==> src/rtl/mmu_feeder.sv <==
// Weight-load then diagonally skewed activation sequencer for an NxN weight-stationary MMU.
// Weight row shows 1 cycle after accept and vector lane i 1+i cycles after; readies are registered phase flags, and the MMU side never stalls.
module mmu_feeder #(
  parameter int N  = 4,
  parameter int DW = 8,
  parameter int CW = 16
) (
  input  logic            clk,
  input  logic            reset,
  input  logic            start,
  input  logic            reuse_wt,
  input  logic [N*DW-1:0] s_wt_data,
  input  logic            s_wt_valid,
  output logic            s_wt_ready,
  input  logic [N*DW-1:0] s_act_data,
  input  logic            s_act_valid,
  input  logic            s_act_last,
  output logic            s_act_ready,
  output logic            control,
  output logic [N*DW-1:0] wt_arr,
  output logic [N*DW-1:0] data_arr,
  output logic [N-1:0]    lane_valid,
  output logic            busy,
  output logic            done,
  output logic [CW-1:0]   vec_count
);
  localparam int RW = (N > 1) ? $clog2(N) : 1;
  localparam logic [RW-1:0] LAST_IDX = RW'(N - 1);

  typedef enum logic [2:0] {IDLE, LOAD_WT, STREAM, FLUSH, DONE} state_t;

  state_t        state;
  logic [RW-1:0] row_cnt;
  logic [RW-1:0] flush_cnt;
  logic          wt_acc;
  logic          act_acc;

  assign wt_acc  = s_wt_valid & s_wt_ready;
  assign act_acc = s_act_valid & s_act_ready;

  always_ff @(posedge clk) begin
    if (reset) begin
      state       <= IDLE;
      row_cnt     <= '0;
      flush_cnt   <= '0;
      s_wt_ready  <= 1'b0;
      s_act_ready <= 1'b0;
      control     <= 1'b0;
      wt_arr      <= '0;
      busy        <= 1'b0;
      done        <= 1'b0;
      vec_count   <= '0;
    end else begin
      control <= 1'b0;
      wt_arr  <= '0;
      done    <= 1'b0;
      if (act_acc && vec_count != {CW{1'b1}})
        vec_count <= vec_count + CW'(1);
      case (state)
        IDLE: begin
          if (start) begin
            vec_count <= '0;
            busy      <= 1'b1;
            if (reuse_wt) begin
              state       <= STREAM;
              s_act_ready <= 1'b1;
            end else begin
              state      <= LOAD_WT;
              s_wt_ready <= 1'b1;
              row_cnt    <= '0;
            end
          end
        end
        LOAD_WT: begin
          if (wt_acc) begin
            control <= 1'b1;
            wt_arr  <= s_wt_data;
            if (row_cnt == LAST_IDX) begin
              state       <= STREAM;
              s_wt_ready  <= 1'b0;
              s_act_ready <= 1'b1;
            end else begin
              row_cnt <= row_cnt + RW'(1);
            end
          end
        end
        STREAM: begin
          if (act_acc && s_act_last) begin
            state       <= FLUSH;
            s_act_ready <= 1'b0;
            flush_cnt   <= '0;
          end
        end
        FLUSH: begin
          // Hold until the last vector's top lane has left the skew.
          if (flush_cnt == LAST_IDX) begin
            state <= DONE;
            done  <= 1'b1;
          end else begin
            flush_cnt <= flush_cnt + RW'(1);
          end
        end
        DONE: begin
          state <= IDLE;
          busy  <= 1'b0;
        end
        default: state <= IDLE;
      endcase
    end
  end

  // Non-accepting cycles push zero/invalid into every lane so bubbles keep their diagonal.
  for (genvar i = 0; i < N; i++) begin : g_lane
    logic [DW-1:0] lane_in;
    logic [DW-1:0] out_q;
    logic          out_v;

    assign lane_in               = act_acc ? s_act_data[i*DW +: DW] : '0;
    assign data_arr[i*DW +: DW]  = out_q;
    assign lane_valid[i]         = out_v;

    if (i == 0) begin : g_direct
      always_ff @(posedge clk) begin
        if (reset) begin
          out_q <= '0;
          out_v <= 1'b0;
        end else begin
          out_q <= lane_in;
          out_v <= act_acc;
        end
      end
    end else begin : g_delay
      logic [DW-1:0] dly [i];
      logic [i-1:0]  dly_v;

      always_ff @(posedge clk) begin
        if (reset) begin
          for (int j = 0; j < i; j++) dly[j] <= '0;
          dly_v <= '0;
          out_q <= '0;
          out_v <= 1'b0;
        end else begin
          dly[0]   <= lane_in;
          dly_v[0] <= act_acc;
          for (int j = 1; j < i; j++) begin
            dly[j]   <= dly[j-1];
            dly_v[j] <= dly_v[j-1];
          end
          out_q <= dly[i-1];
          out_v <= dly_v[i-1];
        end
      end
    end
  end
endmodule

==> config.mk <==
export PLATFORM = sky130hd
export DESIGN_NAME = mmu_feeder
export DESIGN_NICKNAME = d
export VERILOG_FILES = /design/src/rtl/mmu_feeder.sv
export SDC_FILE = /design/constraint.sdc
export NUM_CORES = 1
export LEC_CHECK = 0
export BUFFER_PORTS_ARGS = -buffer_cell sky130_fd_sc_hd__buf_2
export CAP_MARGIN = 10
export CORE_MARGIN = 2
export CORE_UTILIZATION = 45
export CTS_CLUSTER_DIAMETER = 40
export DETAILED_ROUTE_END_ITERATION = 10
export GPL_TIMING_DRIVEN = 0
export PLACE_DENSITY = 0.73
export SKIP_CTS_REPAIR_TIMING = 1
export SYNTH_ARGS = -nofsm -noshare
export SYNTH_HDL_FRONTEND = slang
export SYNTH_SLANG_ARGS = --single-unit
==> constraint.sdc <==
create_clock -name clk -period 2.3 [get_ports clk]
set_clock_uncertainty 0.05 [all_clocks]
set_input_delay 0.345 -clock clk [delete_from_list [all_inputs] [get_ports clk]]
set_output_delay 0.345 -clock clk [all_outputs]
set_load 0.01 [all_outputs]
Yosys cells after proc, flatten, opt, wreduce, memory -nomap -nowiden
Memories as Yosys holds them, arrays and structs flattened. A register that Yosys moved wholly into a read port is not among the register bits.
Cells that the tools add are included.

storage, ports and cells
  logic and storage cells = 114
  bits of input ports = 71
  register bits = 77
  memories kept = 3
  memory bits (writable) = 48
  output and inout port bits = 89

memories
  memory                 depth  bits a word  rd ports  clocked after Yosys merged registers in  write ports  RTL line  source
  g_lane[3].g_delay.dly  3      8            3         1                                        3            133       logic [DW-1:0] dly [i];
  g_lane[2].g_delay.dly  2      8            2         1                                        2            133
  g_lane[1].g_delay.dly  1      8            1         1                                        1            133

cells by class
  reduce and logical (&&, ||, !) cells = 18
  eq/ne operators = 16
  muxes and demuxes = 46
  bitwise logic cells = 11
  $add $sub $neg = 3

operators by type and width
  operator                                       number
  2-to-1 mux 8 bit                               9
  2-to-1 mux 16 bit                              3
  inequality test 2 bit, second input constant   9
  adder 16 x 1 -> 16 bit, second input constant  1
  2-to-1 mux 1 bit                               16
  inequality test 16 bit, second input constant  1
  2-to-1 mux 3 bit                               5
  AND reduction 5 bit                            3
  2-to-1 mux 2 bit                               7
  one-hot mux 3 bit (4 select lines)             1
  one-hot mux 2 bit (2 select lines)             2
  OR reduction 8 bit                             1
  == test 3 x 2 -> 1 bit, second input constant  2
  AND reduction 6 bit                            1
  nonzero test 2 bit                             3
  OR reduction 2 bit                             3
  OR 1 bit                                       5
  adder 2 x 1 -> 2 bit, second input constant    2
  == test 2 bit, second input constant           2
  inverter 1 bit                                 4
  one-hot mux 1 bit (2 select lines)             2
  == test 3 x 1 -> 1 bit, second input constant  1
  == test 3 bit, second input constant           1
  logical NOT 3 bit                              1
  other kinds (7)                                9

Depth between registers and ports, before layout
  depth after elaboration = 5
  mapped depth = 5
  gate-level depth less buffers = 5

Least setup slack after synthesis
OpenSTA, ideal clock, no wires.

  path kind = flip-flop to flip-flop
  start point = reg vec_count[0]
  end point = reg vec_count[14]
  setup time = 122 ps
  setup slack = 476 ps
  arrival time = 1651 ps
  period minus slack after synthesis = 1824 ps
  buffers on the path = 0
  stages on the path, launching flop included = 6
  required time = 2128 ps
  path through = dfxtp_1 > ha_1 > nand4_1 > nor4_1 > nand4_1 > nor3b_1

on the way
  word-level cells in the longest chain between the ends = 5
  elaborated cells on any way between the ends = 6
  those cells by class = add/sub: 1; eq/ne: 1; mux: 3; reduce/logical: 1

RTL lines
  what                                                                            RTL line  source
  from (decl)                                                                     25        output logic [CW-1:0] vec_count
  from (signal assigned)                                                          58        vec_count <= vec_count + CW'(1);
  parallel branches: the longest is 2 deep, another holds adder 16 x 1 -> 16 bit  -
  2-to-1 mux 16 bit (*)                                                           57        if (act_acc && vec_count != {CW{1'b1}})
  2-to-1 mux 16 bit                                                               61        if (start) begin
  2-to-1 mux 16 bit (*)                                                           59        case (state)

Every way passes the cells marked *.
A chain may end at the register's enable or synchronous reset.

Worst setup path in the final report
  start point = reg vec_count[0]
  end point = reg vec_count[12]

The elaborated chain is that of the path after synthesis.

==> insert_results.sql <==
INSERT INTO impl_metrics (metric_group, metric, value, unit) VALUES
('worst_setup_path', 'critPathKind', 'flop to flop', ''),
('pwr', 'total_leakage_power', '3.09', 'nW'),
('synth', 'synth_top_family_by_area', 'simple AND/OR/NAND/NOR gates', ''),
('sta', 'timing_max_transition_violations_final', '0', ''),
('floorplan', 'top_level_ports', '160', ''),
('clock_tree', 'cts-root-to-sink-buffers', '2', ''),
('worst_hold_path', 'hold_class', 'primary input to flop', ''),
('worst_setup_path', 'worst_r2r_path_depth', '5', ''),
('clock_tree', 'root_buf_cell', 'sky130_fd_sc_hd__clkbuf_8', ''),
('global_routing', 'grt_first_pass_wirelength', '14.3', 'mm'),
('worst_setup_path', 'critPathSlowestCell', 'sky130_fd_sc_hd__nor4_1', ''),
('synth', 'yosys.area_share.xor_xnor', '0.192', '%'),
('pwr', 'cellPowerDensity', '907', 'nW/um^2'),
('finish', 'layout.nets', '726', ''),
('global_routing', 'gr-total-overflow', '0', ''),
('synth', 'number_of_nets_produced_by_synthesis', '485', ''),
('global_routing', 'grt_start_max_net_pins', '17', ''),
('worst_setup_path', 'worstSetupEndpointType', 'flop', ''),
('floorplan', 'die_height', '105', 'um'),
('sta', 'grt_setup_unrepaired', 'no', ''),
('synth', 'syn_area_per_cell', '11.1', 'sq um'),
('finish', 'final_area', '6770', 'sq um'),
('worst_setup_path', 'timing.critical_path.cells', 'ha_1, nand4_1, nor4_1, and3_1, nor3_1', ''),
('synth', 'synth.top_cells.by_area', 'sky130_fd_sc_hd__dfxtp_1 (63%), sky130_fd_sc_hd__and2_1 (8.9%), sky130_fd_sc_hd__nor2b_1 (7.0%), sky130_fd_sc_hd__a21oi_1 (2.0%), sky130_fd_sc_hd__nor2_1 (1.3%)', ''),
('detailed_routing', 'drt_first_iter_violations', '81', ''),
('clock_tree', 'clk_sinks', '144', ''),
('sta', 'maxSlewHeadroom', '59.3', '%'),
('synth', 'largest_area_contributor_in_the_netlist', 'sky130_fd_sc_hd__dfxtp_1', ''),
('detailed_routing', 'drt-wirelength-per-cell', '13.0', 'um'),
('sta', 'finalHoldViolCount', '0', ''),
('worst_setup_path', 'cp_max_fo', '5', ''),
('worst_setup_path', 'timing.critical_path.required', '2.63', 'ns'),
('synth', 'fraction_of_the_mapped_netlist_area_in_adder_cells', '0.825', '%'),
('worst_hold_path', 'holdPathStages', '2', ''),
('synth', 'synth-warning-count', '0', ''),
('clock_tree', 'tritoncts', 'done', ''),
('synth', 'syn_inst', '411', ''),
('run', 'drv_cap', '0', ''),
('detailed_routing', 'drt_first_pass_iters', '5', ''),
('clock_tree', 'depth_of_the_cts_h_tree', '4', ''),
('clock_tree', 'numCtsBuffers', '17', ''),
('synth', 'synthFlopType', 'sky130_fd_sc_hd__dfxtp_1', ''),
('worst_hold_path', 'hold_start', 's_act_data[4]', ''),
('sta', 'hold_ws', '0.0196', 'ns'),
('worst_setup_path', 'worstPathArrival', '2.40', 'ns'),
('run_status', 'run_status', 'finished clean', ''),
('worst_setup_path', 'reg2reg_setup_slack', '0.23', 'ns'),
('synth', 'syn_area', '4550', 'sq um'),
('sta', 'timing.final.setup_violations', '0', ''),
('worst_setup_path', 'slowest_delay', '0.65', 'ns'),
('detailed_routing', 'viasPerCell', '4.58', ''),
('finish', 'n_antenna_cell', '0', ''),
('detailed_routing', 'detail_route.drc_violations', '0', ''),
('floorplan', 'die_area', '10900', 'sq um'),
('pwr', 'vdd_ir_drop_max', '563', 'uV'),
('placed_design', 'detailedPlacementHpwl', '6.31', 'mm'),
('detailed_routing', 'vias', '3655', ''),
('synth', 'synth.cells.most_frequent', 'sky130_fd_sc_hd__dfxtp_1 (144), sky130_fd_sc_hd__and2_1 (65), sky130_fd_sc_hd__nor2b_1 (51), sky130_fd_sc_hd__a21oi_1 (18), sky130_fd_sc_hd__nor2_1 (16)', ''),
('synth', 'yosysMostFrequentCell', 'sky130_fd_sc_hd__dfxtp_1', ''),
('finish', 'finalNonFillerCells', '798', ''),
('worst_setup_path', 'worstSetupStartpointType', 'flop', ''),
('pwr', 'power.total', '6.14', 'mW'),
('global_routing', 'grt_pass1_vias', '3146', ''),
('global_routing', 'track_usage', '16.4', '%'),
('synth', 'fraction_of_synthesized_area_in_multiplexers', '0.220', '%'),
('synth', 'yosys.cell_types.count', '45', ''),
('clock_tree', 'clk_pin_slew_worst_paths', '0.06', 'ns'),
('worst_setup_path', 'reg2reg_from', 'vec_count[0]', ''),
('detailed_routing', 'postRouteAntennaNets', '0', ''),
('floorplan', 'core.rowCount', '36', ''),
('synth', 'synth.top_cell.area_share', '63.3', '%');
## layer usage
metal | vias up | global-route usage [%] | wire length (um)
met3 | 11 | 6.80 | 663
met4 | 0 | 6.29 | 133
met5 | - | 0 | 0
met1 | 1688 | 18.0 | 4090
met2 | 110 | 28.1 | 5490
li1 | 1846 | - | -
## worst max path at each step
| stage | startpoint | to | slack (ns) |
|---|---|---|---|
| after floorplan | vec_count[0] | vec_count[14] | 0.48 |
| final | vec_count[0] | vec_count[12] | 0.23 |
| after CTS | vec_count[0] | vec_count[12] | 0.26 |
| after global placement | vec_count[0] | vec_count[14] | 0.34 |
| after detailed placement | vec_count[0] | vec_count[12] | 0.28 |
| after global routing | vec_count[0] | vec_count[14] | 0.11 |
## area by class of cell
type | instances | area [sq um]
Tap cell | 133 | 166
Clock inverter | 11 | 175
Sequential cell | 144 | 2880
Clock buffer | 21 | 449
Multi-Input combinational cell | 244 | 1540
Inverter | 2 | 7.51
Buffer | 21 | 120
Fill cell | 721 | 3010
Timing Repair Buffer | 222 | 1430
## through the flow
step	utilization [%]	setup WS [ns]
after floorplan	-	0.476
after global placement	56.4	0.336
after detailed placement	56.4	0.278
after CTS	62.8	0.257
after global routing	69.3	0.109
final	69.3	0.234
## kinds of logic after synthesis
group	count (synthesis)
buffers and inverters	23
adder cells (fa/ha/maj)	3
multiplexers	1
XOR/XNOR	1
AND/OR/NAND/NOR	197
flip-flops	144
AO/OA/AOI/OAI	42
## critical path: cells and delay by family (launching register included)
family | cells | cell delay, ns
adder cells (fa/ha/maj) | 1 | 0.24
flip-flops | 1 | 0.39
AND/OR/NAND/NOR | 4 | 1.26
## placed cells by master (no fill, tap or decap), types with 2 or more instances in the layout
cell type,count
sky130_fd_sc_hd__nor3_1,4
sky130_fd_sc_hd__or3_1,7
sky130_fd_sc_hd__inv_1,2
sky130_fd_sc_hd__clkinvlp_4,2
sky130_fd_sc_hd__buf_6,2
sky130_fd_sc_hd__nand3b_1,3
sky130_fd_sc_hd__a211oi_1,3
sky130_fd_sc_hd__clkbuf_1,13
sky130_fd_sc_hd__nand2b_1,4
sky130_fd_sc_hd__buf_2,161
sky130_fd_sc_hd__and2_2,2
sky130_fd_sc_hd__o31ai_1,4
sky130_fd_sc_hd__and4_1,2
sky130_fd_sc_hd__nand3_1,8
sky130_fd_sc_hd__or2_2,2
sky130_fd_sc_hd__nor4b_1,2
sky130_fd_sc_hd__ha_1,3
sky130_fd_sc_hd__nand4_1,6
sky130_fd_sc_hd__buf_4,4
sky130_fd_sc_hd__dfxtp_1,144
sky130_fd_sc_hd__clkbuf_8,3
sky130_fd_sc_hd__o21ai_0,10
sky130_fd_sc_hd__bufinv_16,4
sky130_fd_sc_hd__and2_1,65
sky130_fd_sc_hd__nor2b_1,51
sky130_fd_sc_hd__nor3b_1,4
sky130_fd_sc_hd__dlygate4sd3_1,63
sky130_fd_sc_hd__nor2_1,16
sky130_fd_sc_hd__or4_1,4
sky130_fd_sc_hd__inv_6,4
sky130_fd_sc_hd__clkbuf_16,16
sky130_fd_sc_hd__nand2_1,10
sky130_fd_sc_hd__a21oi_1,18
## flip-flops by register name (all words and copies together), names as in the netlist
register / flops
s_act_ready: 1
control: 1
g_lane.g_delay.dly_v: 2
wt_arr: 32
state: 3
done: 1
g_lane.out_v: 2
g_lane.g_delay.dly: 48
vec_count: 16
g_lane.out_q: 32
row_cnt: 2
flush_cnt: 2
s_wt_ready: 1
busy: 1
## power by group
group	total, mW	switching (mW)	internal [mW]
logic	0.617	0.308	0.309
registers	2.66	0.0600	2.60
clock network	2.86	1.02	1.83
(Power assumes the default switching activity.)
